### src/rtl/trigout_pkg.sv
// Shared definitions for the programmable trigger-out delay line.
package trigout_pkg;

  localparam int   DEPTH_DEFAULT = 32;
  localparam logic MODE_LEVEL    = 1'b0;
  localparam logic MODE_EDGE     = 1'b1;

  function automatic int clog2(input int value);
    int r;
    r = 0;
    for (int i = 0; i < 31; i++) begin
      if ((1 << i) < value) r = i + 1;
    end
    return r;
  endfunction

endpackage

### src/rtl/trigout_delay_ram.sv
// WIDTH x DEPTH circular sample buffer; read tap sits (dreg-1) slots behind the write pointer.
module trigout_delay_ram
  import trigout_pkg::*;
#(
  parameter  int WIDTH = 1,
  parameter  int DEPTH = DEPTH_DEFAULT,
  localparam int AW    = clog2(DEPTH),
  localparam int DW    = clog2(DEPTH) + 1
) (
  input  logic             clk_i,
  input  logic             rst_n_i,
  input  logic [WIDTH-1:0] din_i,
  input  logic [DW-1:0]    dreg_i,
  output logic [WIDTH-1:0] rd_data_o
);

  logic [WIDTH-1:0] mem_q [DEPTH];
  logic [AW-1:0]    wr_ptr_q;
  logic [AW-1:0]    rd_offset;
  logic [AW-1:0]    rd_addr;

  assign rd_offset = AW'(dreg_i - DW'(1));
  assign rd_addr   = wr_ptr_q - rd_offset;
  // A one-cycle delay reads the slot being written this edge, so take Din directly.
  assign rd_data_o = (rd_offset == '0) ? din_i : mem_q[rd_addr];

  always_ff @(posedge clk_i or negedge rst_n_i) begin
    if (!rst_n_i) wr_ptr_q <= '0;
    else          wr_ptr_q <= wr_ptr_q + AW'(1);
  end

  always_ff @(posedge clk_i) begin
    mem_q[wr_ptr_q] <= din_i;
  end

endmodule

### src/rtl/prog_trigout_delay.sv
// Runtime-programmable 1..DEPTH cycle delay for a trigger/data bus, with fill-valid and edge-pulse mode.
module prog_trigout_delay
  import trigout_pkg::*;
#(
  parameter  int WIDTH       = 1,
  parameter  int DEPTH       = DEPTH_DEFAULT,
  parameter  int RESET_DELAY = 32,
  localparam int DW          = clog2(DEPTH) + 1
) (
  input  logic             clk_i,
  input  logic             rst_n_i,
  input  logic [WIDTH-1:0] din_i,
  input  logic [DW-1:0]    delay_i,
  input  logic             load_i,
  input  logic             mode_i,
  output logic [WIDTH-1:0] dout_o,
  output logic             valid_o
);

  logic [DW-1:0]    dreg_q, dreg_d;
  logic [DW-1:0]    fill_q, fill_d;
  logic             valid_q, valid_d;
  logic [WIDTH-1:0] dout_q, dout_d;
  logic [WIDTH-1:0] p_q, p_d;
  logic [WIDTH-1:0] delayed, gated, p_eff;

  trigout_delay_ram #(
    .WIDTH (WIDTH),
    .DEPTH (DEPTH)
  ) u_ram (
    .clk_i     (clk_i),
    .rst_n_i   (rst_n_i),
    .din_i     (din_i),
    .dreg_i    (dreg_d),
    .rd_data_o (delayed)
  );

  always_comb begin
    dreg_d = dreg_q;
    if (load_i) begin
      if (delay_i == '0)              dreg_d = DW'(1);
      else if (delay_i > DW'(DEPTH))  dreg_d = DW'(DEPTH);
      else                            dreg_d = delay_i;
    end

    // The capturing edge counts as the first filled sample.
    if (load_i)               fill_d = DW'(1);
    else if (fill_q < dreg_d) fill_d = fill_q + DW'(1);
    else                      fill_d = fill_q;

    valid_d = (fill_d >= dreg_d);
    gated   = valid_d ? delayed : '0;
    // History only follows post-load samples, so a level high at Valid rise pulses once.
    p_eff   = load_i ? '0 : p_q;
    p_d     = gated;
    dout_d  = (mode_i == MODE_EDGE) ? (gated & ~p_eff) : gated;
  end

  always_ff @(posedge clk_i or negedge rst_n_i) begin
    if (!rst_n_i) begin
      dreg_q  <= DW'(RESET_DELAY);
      fill_q  <= '0;
      valid_q <= 1'b0;
      dout_q  <= '0;
      p_q     <= '0;
    end else begin
      dreg_q  <= dreg_d;
      fill_q  <= fill_d;
      valid_q <= valid_d;
      dout_q  <= dout_d;
      p_q     <= p_d;
    end
  end

  assign dout_o  = dout_q;
  assign valid_o = valid_q;

endmodule

### config.mk
export PLATFORM = sky130hd
export DESIGN_NAME = prog_trigout_delay
export DESIGN_NICKNAME = d
export VERILOG_FILES = /design/src/rtl/trigout_pkg.sv /design/src/rtl/trigout_delay_ram.sv /design/src/rtl/prog_trigout_delay.sv
export SDC_FILE = /design/constraint.sdc
export NUM_CORES = 1
export LEC_CHECK = 0
export BUFFER_PORTS_ARGS = -buffer_cell sky130_fd_sc_hd__buf_2
export CAP_MARGIN = 15
export CORE_MARGIN = 4
export CORE_UTILIZATION = 44
export DETAILED_ROUTE_END_ITERATION = 12
export PLACE_DENSITY_LB_ADDON = 0.2
export SETUP_SLACK_MARGIN = 0.02
export SYNTH_ARGS = -nofsm -noshare
export SYNTH_HDL_FRONTEND = slang
export SYNTH_SLANG_ARGS = --single-unit
### constraint.sdc
create_clock -name clk_i -period 5.3 [get_ports clk_i]
set_clock_uncertainty 0.1 [all_clocks]
set_input_delay 0.265 -clock clk_i [delete_from_list [all_inputs] [get_ports clk_i]]
set_output_delay 0.265 -clock clk_i [all_outputs]
set_load 0.005 [all_outputs]
=== After elaboration in Yosys (flattened, before gate mapping) ===
Memory sizes are Yosys's and may differ from the RTL's.
Cells that the tools add are included.

* Output and inout port bits: 2
* Flip-flop bits (word level): 20
* Memories: 1
* Input port bits: 11
* Bits in writable memories: 32

* Multiplexer cells: 9
* Bitwise operators: 2
* Reduce and logical (&&, ||, !) cells: 2
* Add/sub/neg operators: 4
* $lt $le $gt $ge: 3

{| class="wikitable"
|+ Memory list
! name !! depth !! bits a word !! rd ports !! clocked after Yosys merged registers in !! write ports !! RTL line !! RTL
|-
| u_ram.mem_q || 32 || 1 || 1 || 0 || 1 || trigout_delay_ram.sv:17 || <nowiki>logic [WIDTH-1:0] mem_q [DEPTH];</nowiki>
|}

{| class="wikitable"
|+ Operators by type and width
! kind !! number
|-
| 2-to-1 mux 6 bit || 5
|-
| adder 6 x 1 -> 6 bit (second input constant) || 1
|-
| greater-or-equal comparator 6 bit || 1
|-
| greater-than comparator 6 bit (second input constant) || 1
|-
| zero test 6 bit || 1
|-
| less-than comparator 6 bit || 1
|-
| adder 5 x 1 -> 5 bit (second input constant) || 1
|-
| zero test 5 bit || 1
|-
| subtractor 5 x 1 -> 5 bit (second input constant) || 1
|-
| subtractor 5 bit || 1
|-
| 2-to-1 mux 1 bit || 4
|-
| AND 1 bit || 1
|-
| NOT 1 bit || 1
|}

=== Logic depth before layout (Yosys ltp) ===
* Depth after elaboration: 11
* Gate-level depth with buffers: 19
* Gate-level depth less buffers: 17

=== Hierarchy ===
A second synthesis with hierarchy kept.

* Cells, all modules: 237
* Area total of the unflattened synthesis: 2910.3 µm²

{| class="wikitable"
|+ Modules (own cells, without submodules)
! module !! area each (µm²) !! times used !! cells an instance
|-
| trigout_delay_ram || 1960.6 || 1 || 146
|-
| prog_trigout_delay || 949.7 || 1 || 91
|}

=== Least setup slack after synthesis ===
OpenSTA, ideal clock, no wires.

* Kind: in2reg
* From: in load_i
* To: reg dout_q (netlist: dout_o)
* Stages: 18
* Path slack: 1.654 ns
* Required time: 5.065 ns
* Buffers on the path: 1
* Setup time: 0.135 ns
* Arrival time: 3.412 ns
* Cell sequence: buf_6 nand2_1 a2bb2oi_1 ha_1 or2_2 maj3_1 a31o_2 nand2_1 xor2_1 nor2_1 ha_1 nand2b_1 a21o_1 a21o_1 a21oi_1 o21ai_0 o21ai_0 nor3_1

* Longest elaborated chain between the ends: 8
* Elaborated cells on any way between the ends: 15
* Classes of those cells: add/sub (2); order compare (2); mux (7); bitwise (2); reduce/logical (1); memory (1)

{| class="wikitable"
|+ RTL lines
! element !! RTL line !! RTL
|-
| start, declared || prog_trigout_delay.sv:14 || <nowiki>input logic load_i,</nowiki>
|-
| 2-to-1 mux 6 bit || prog_trigout_delay.sv:40 || <nowiki>if (load_i) begin</nowiki>
|-
| less-than comparator 6 bit || prog_trigout_delay.sv:48 || <nowiki>else if (fill_q < dreg_d) fill_d = fill_q + DW'(1);</nowiki>
|-
| 2-to-1 mux 6 bit || prog_trigout_delay.sv:48 ||
|-
| 2-to-1 mux 6 bit || prog_trigout_delay.sv:47 || <nowiki>if (load_i) fill_d = DW'(1);</nowiki>
|-
| greater-or-equal comparator 6 bit (*) || prog_trigout_delay.sv:51 || <nowiki>valid_d = (fill_d >= dreg_d);</nowiki>
|-
| net valid_d || prog_trigout_delay.sv:22 || <nowiki>logic valid_q, valid_d;</nowiki>
|-
| 2-to-1 mux 1 bit (*) || prog_trigout_delay.sv:52 || <nowiki>gated = valid_d ? delayed : '0;</nowiki>
|-
| AND 1 bit || prog_trigout_delay.sv:56 || <nowiki>dout_d = (mode_i == MODE_EDGE) ? (gated & ~p_eff) : gated;</nowiki>
|-
| 2-to-1 mux 1 bit (*) || prog_trigout_delay.sv:56 ||
|-
| net dout_d || prog_trigout_delay.sv:23 || <nowiki>logic [WIDTH-1:0] dout_q, dout_d;</nowiki>
|-
| end signal, assigned || prog_trigout_delay.sv:70 || <nowiki>dout_q <= dout_d;</nowiki>
|-
| end, declared || prog_trigout_delay.sv:23 ||
|}

The timed path passes the listed nets; every way through them passes the cells marked *.

=== Worst setup path in the final report ===
Ends and elaborated chain as after synthesis.

==> results.sh <==
export IMPL_synth_top_area_share_pct=34.3
export IMPL_synth_fp_nets=274
export IMPL_grt_pass1_vias=1708
export IMPL_postLayoutSetupSlackWorst_ns=1.37
export IMPL_switchingPower_uw=278
export IMPL_ant_nets=0
export IMPL_hold_ws_ns=0.189
export IMPL_drv_slew=0
export IMPL_swShare_pct=29.8
export IMPL_synth_largest_area_cell="edfxtp_1"
export IMPL_num_rows=28
export IMPL_comb_power_share_pct=24.0
export IMPL_overflow=0
export IMPL_initial_core_util_pct=46.3
export IMPL_relSlewSlack_pct=57.4
export IMPL_firstDrtPassIters=4
export IMPL_dieArea_sq_mm=0.00772
export IMPL_cts_root_buffer="clkbuf_8"
export IMPL_grt_pass1_wl_um=8860
export IMPL_worst_ep_arrival_time_ns=4.01
export IMPL_yosysWarnings=0
export IMPL_antenna_found_initial=0
export IMPL_diodes=0
export IMPL_numCtsBuffers=5
export IMPL_design_core_area_sq_mm=0.00606
export IMPL_place_ws_ns=1.05
export IMPL_tritoncts="done"
export IMPL_hold_violations=0
export IMPL_status="finished clean"
export IMPL_p_leak_nw=1.27
export IMPL_synth_yosys_seq_area_share_pct=52.1
export IMPL_synthCells=241
export IMPL_fin_crit_sh_pct=74.1
export IMPL_reg2reg_slack_ns=1.45
export IMPL_endpoint_kind="register"
export IMPL_fin_nets=286
export IMPL_critPathRequiredTime_ns=5.39
export IMPL_htreeDepth=2
export IMPL_syn_area_sq_mm=0.00281
export IMPL_die_x_um=87.8
export IMPL_grt_max_degree=34
export IMPL_pwr_share_seq_pct=50.2
export IMPL_path_clk_slew_ns=0.10
export IMPL_wl_per_cell_um=15.8
export IMPL_critPathKind="in2reg"
export IMPL_place_inst=320
export IMPL_maxCapViolCount=0
export IMPL_clkPwrFrac_pct=25.8
export IMPL_drive_gt1_share_pct=14.6
export IMPL_final_min_clock_period_ns=3.93
export IMPL_setup_viol=0
export IMPL_hold_class="in2reg"
export IMPL_place_gp_congestion=0.792
export IMPL_postCtsSetupBuffers=0
export IMPL_mostFrequentLayoutCells="nor2_1, edfxtp_1, ha_1"
export IMPL_irDropWorstVdd_mv=0.149
export IMPL_ys_seq_elements=52
export IMPL_drt_initial_drc_count=68
export IMPL_internal_power_uw=656
export IMPL_cp_max_fo=19
export IMPL_io_pins=13
export IMPL_clock_path_buffers=2
export IMPL_io_buffer_count=12
export IMPL_drc=0
export IMPL_worstMarginPinSlew_ns=0.637
export IMPL_areaGrowthSynthToFinish_pct=7.81
export IMPL_clock_sinks=52
export IMPL_die_h_um=87.8
export IMPL_grt_util_all_layers_pct=15.3
export IMPL_routed_wl_um=5210
export IMPL_vias_per_cell=5.32
export IMPL_mostFrequentLayoutCell="nor2_1"
export IMPL_dr_total_vias=1749
export IMPL_syn_avg_cell_area_sq_um=11.6
export IMPL_max_freq_mhz=255
export IMPL_p_per_area_mw_per_mm2=309
export IMPL_rsz0062_at_grt="no"
export IMPL_instances_no_fill=329
export IMPL_finalSetupTns_ns=0
export IMPL_ys_types=43
export IMPL_synth_area_top_cells="edfxtp_1, dfrtp_1, ha_1, mux4_2, nor2_1"
export IMPL_place_hpwl_um=3740
export IMPL_start_kind="primary input"
export IMPL_worstSkewPairLatency_ns=0.32
[kinds of logic (layout without fill, tap and decap cells)]
kind of cell / count (synthesis) / after routing / synth area share, %
adders and majority gates: 23 / 23 / 10.4
xor gates and xnor gates: 8 / 8 / 2.50
DFF: 52 / 52 / 52.1
buffers and inverters: 21 / 34 / 3.17
muxes: 15 / 15 / 9.10
and+or+nand+nor: 93 / 93 / 15.7
AOI/OAI and AO/OA: 29 / 29 / 7.00
[worst max-delay path: stages]
cell and delay, ns:
buf_2 0.29, inv_1 0.14, a2bb2oi_1 0.48, ha_1 0.32
or2_2 0.27, maj3_1 0.36, a31o_2 0.26, nand2_1 0.15
xor2_1 0.19, nor2_1 0.06, ha_1 0.29, nand2b_1 0.14
a21o_1 0.17, a21o_1 0.17, a21oi_1 0.14, o21ai_0 0.15
o21ai_0 0.10, nor3_1 0.06
[flip-flops by register name, summed over array words and instances, names as in the netlist]
| register | count |
|---|---|
| u_ram.mem_q | 32 |
| dreg_q | 6 |
| fill_q | 6 |
| u_ram.wr_ptr_q | 5 |
| dout_o | 1 |
| p_q | 1 |
| valid_o | 1 |
[synthesized netlist by cell type, drive strengths merged]
cell type,n
xor2,3
a2bb2oi,3
a31oi,1
o211a,1
xnor2,5
mux2i,3
fa,1
and2b,1
nor3,3
nand3b,1
and3b,2
a21oi,5
a2111oi,1
maj3,1
nand2,19
dfstp,1
edfxtp,32
ha,21
nand3,3
or3,2
buf,3
a21boi,2
dfrtp,19
o21ai,7
a21o,4
a211oi,1
nor4,1
nand4,3
mux4,8
a311oi,1
and4,1
nor2b,6
nand2b,7
nor2,39
and3,2
a22oi,1
clkbuf,5
inv,13
mux2,4
a31o,1
o21a,1
or2,3
[repair_timing]
action | in CTS | in global routing
setup endpoints to repair | 0 | 0
hold endpoints to repair | 19 | 0
resized for setup | 0 | 0
hold buffers | 1 | 0
[path summary, 6_finish.rpt]
| kind | startpoint | endpoint | depth (start not counted) |
|---|---|---|---|
| max | load_i | dout_o$_DFF_PN0_ | 18 |
| min | mode_i | dout_o$_DFF_PN0_ | 4 |
| max reg2reg | dreg_q[2]$_DFF_PN0_ | dout_o$_DFF_PN0_ | 16 |
| min reg2reg | u_ram.wr_ptr_q[0]$_DFF_PN0_ | u_ram.wr_ptr_q[0]$_DFF_PN0_ | 1 |
| max in group asynchronous | rst_n_i | dreg_q[5]$_DFF_PN1_ | 2 |
| min in group asynchronous | rst_n_i | u_ram.wr_ptr_q[1]$_DFF_PN0_ | 2 |
[through the flow]
stage          power (mW)  utilization (%)  instance area [sq um]
2_1_floorplan       0.647                -                   2810
3_3_place_gp        0.704             48.2                   2920
3_5_place_dp        0.702             48.2                   2920
4_1_cts             0.940             49.9                   3020
5_1_grt             0.994             49.9                   3020
6_report            0.935             49.9                   3020
[power by group through the flow]
stage | sequential [mW] | clock (mW) | combinational [mW]
final | 0.469 | 0.241 | 0.224
after global routing | 0.472 | 0.264 | 0.259
after CTS | 0.469 | 0.245 | 0.226
after detailed placement | 0.478 | 0 | 0.224
after global placement | 0.479 | 0 | 0.225
after floorplan | 0.474 | 0 | 0.173
[metal layers]
metal	vias to the layer above	global-route usage, %	part of all wire, %
li1	881	-	-
met3	2	4.33	3.9
met5	-	0	0
met4	0	3.35	0.56
met2	28	22.1	44
met1	838	23.0	52
[cell type report]
cell class                 count  area, sq um
fill                         561         3040
multi-input combinational    168         1250
timing repair buffer          13         70.1
tap                           75         93.8
clock buffer                   5         68.8
inverter                      13         48.8
clock inverter                 3         26.3
sequential                    52         1460
Note: power is estimated with default switching activity, not from simulation.
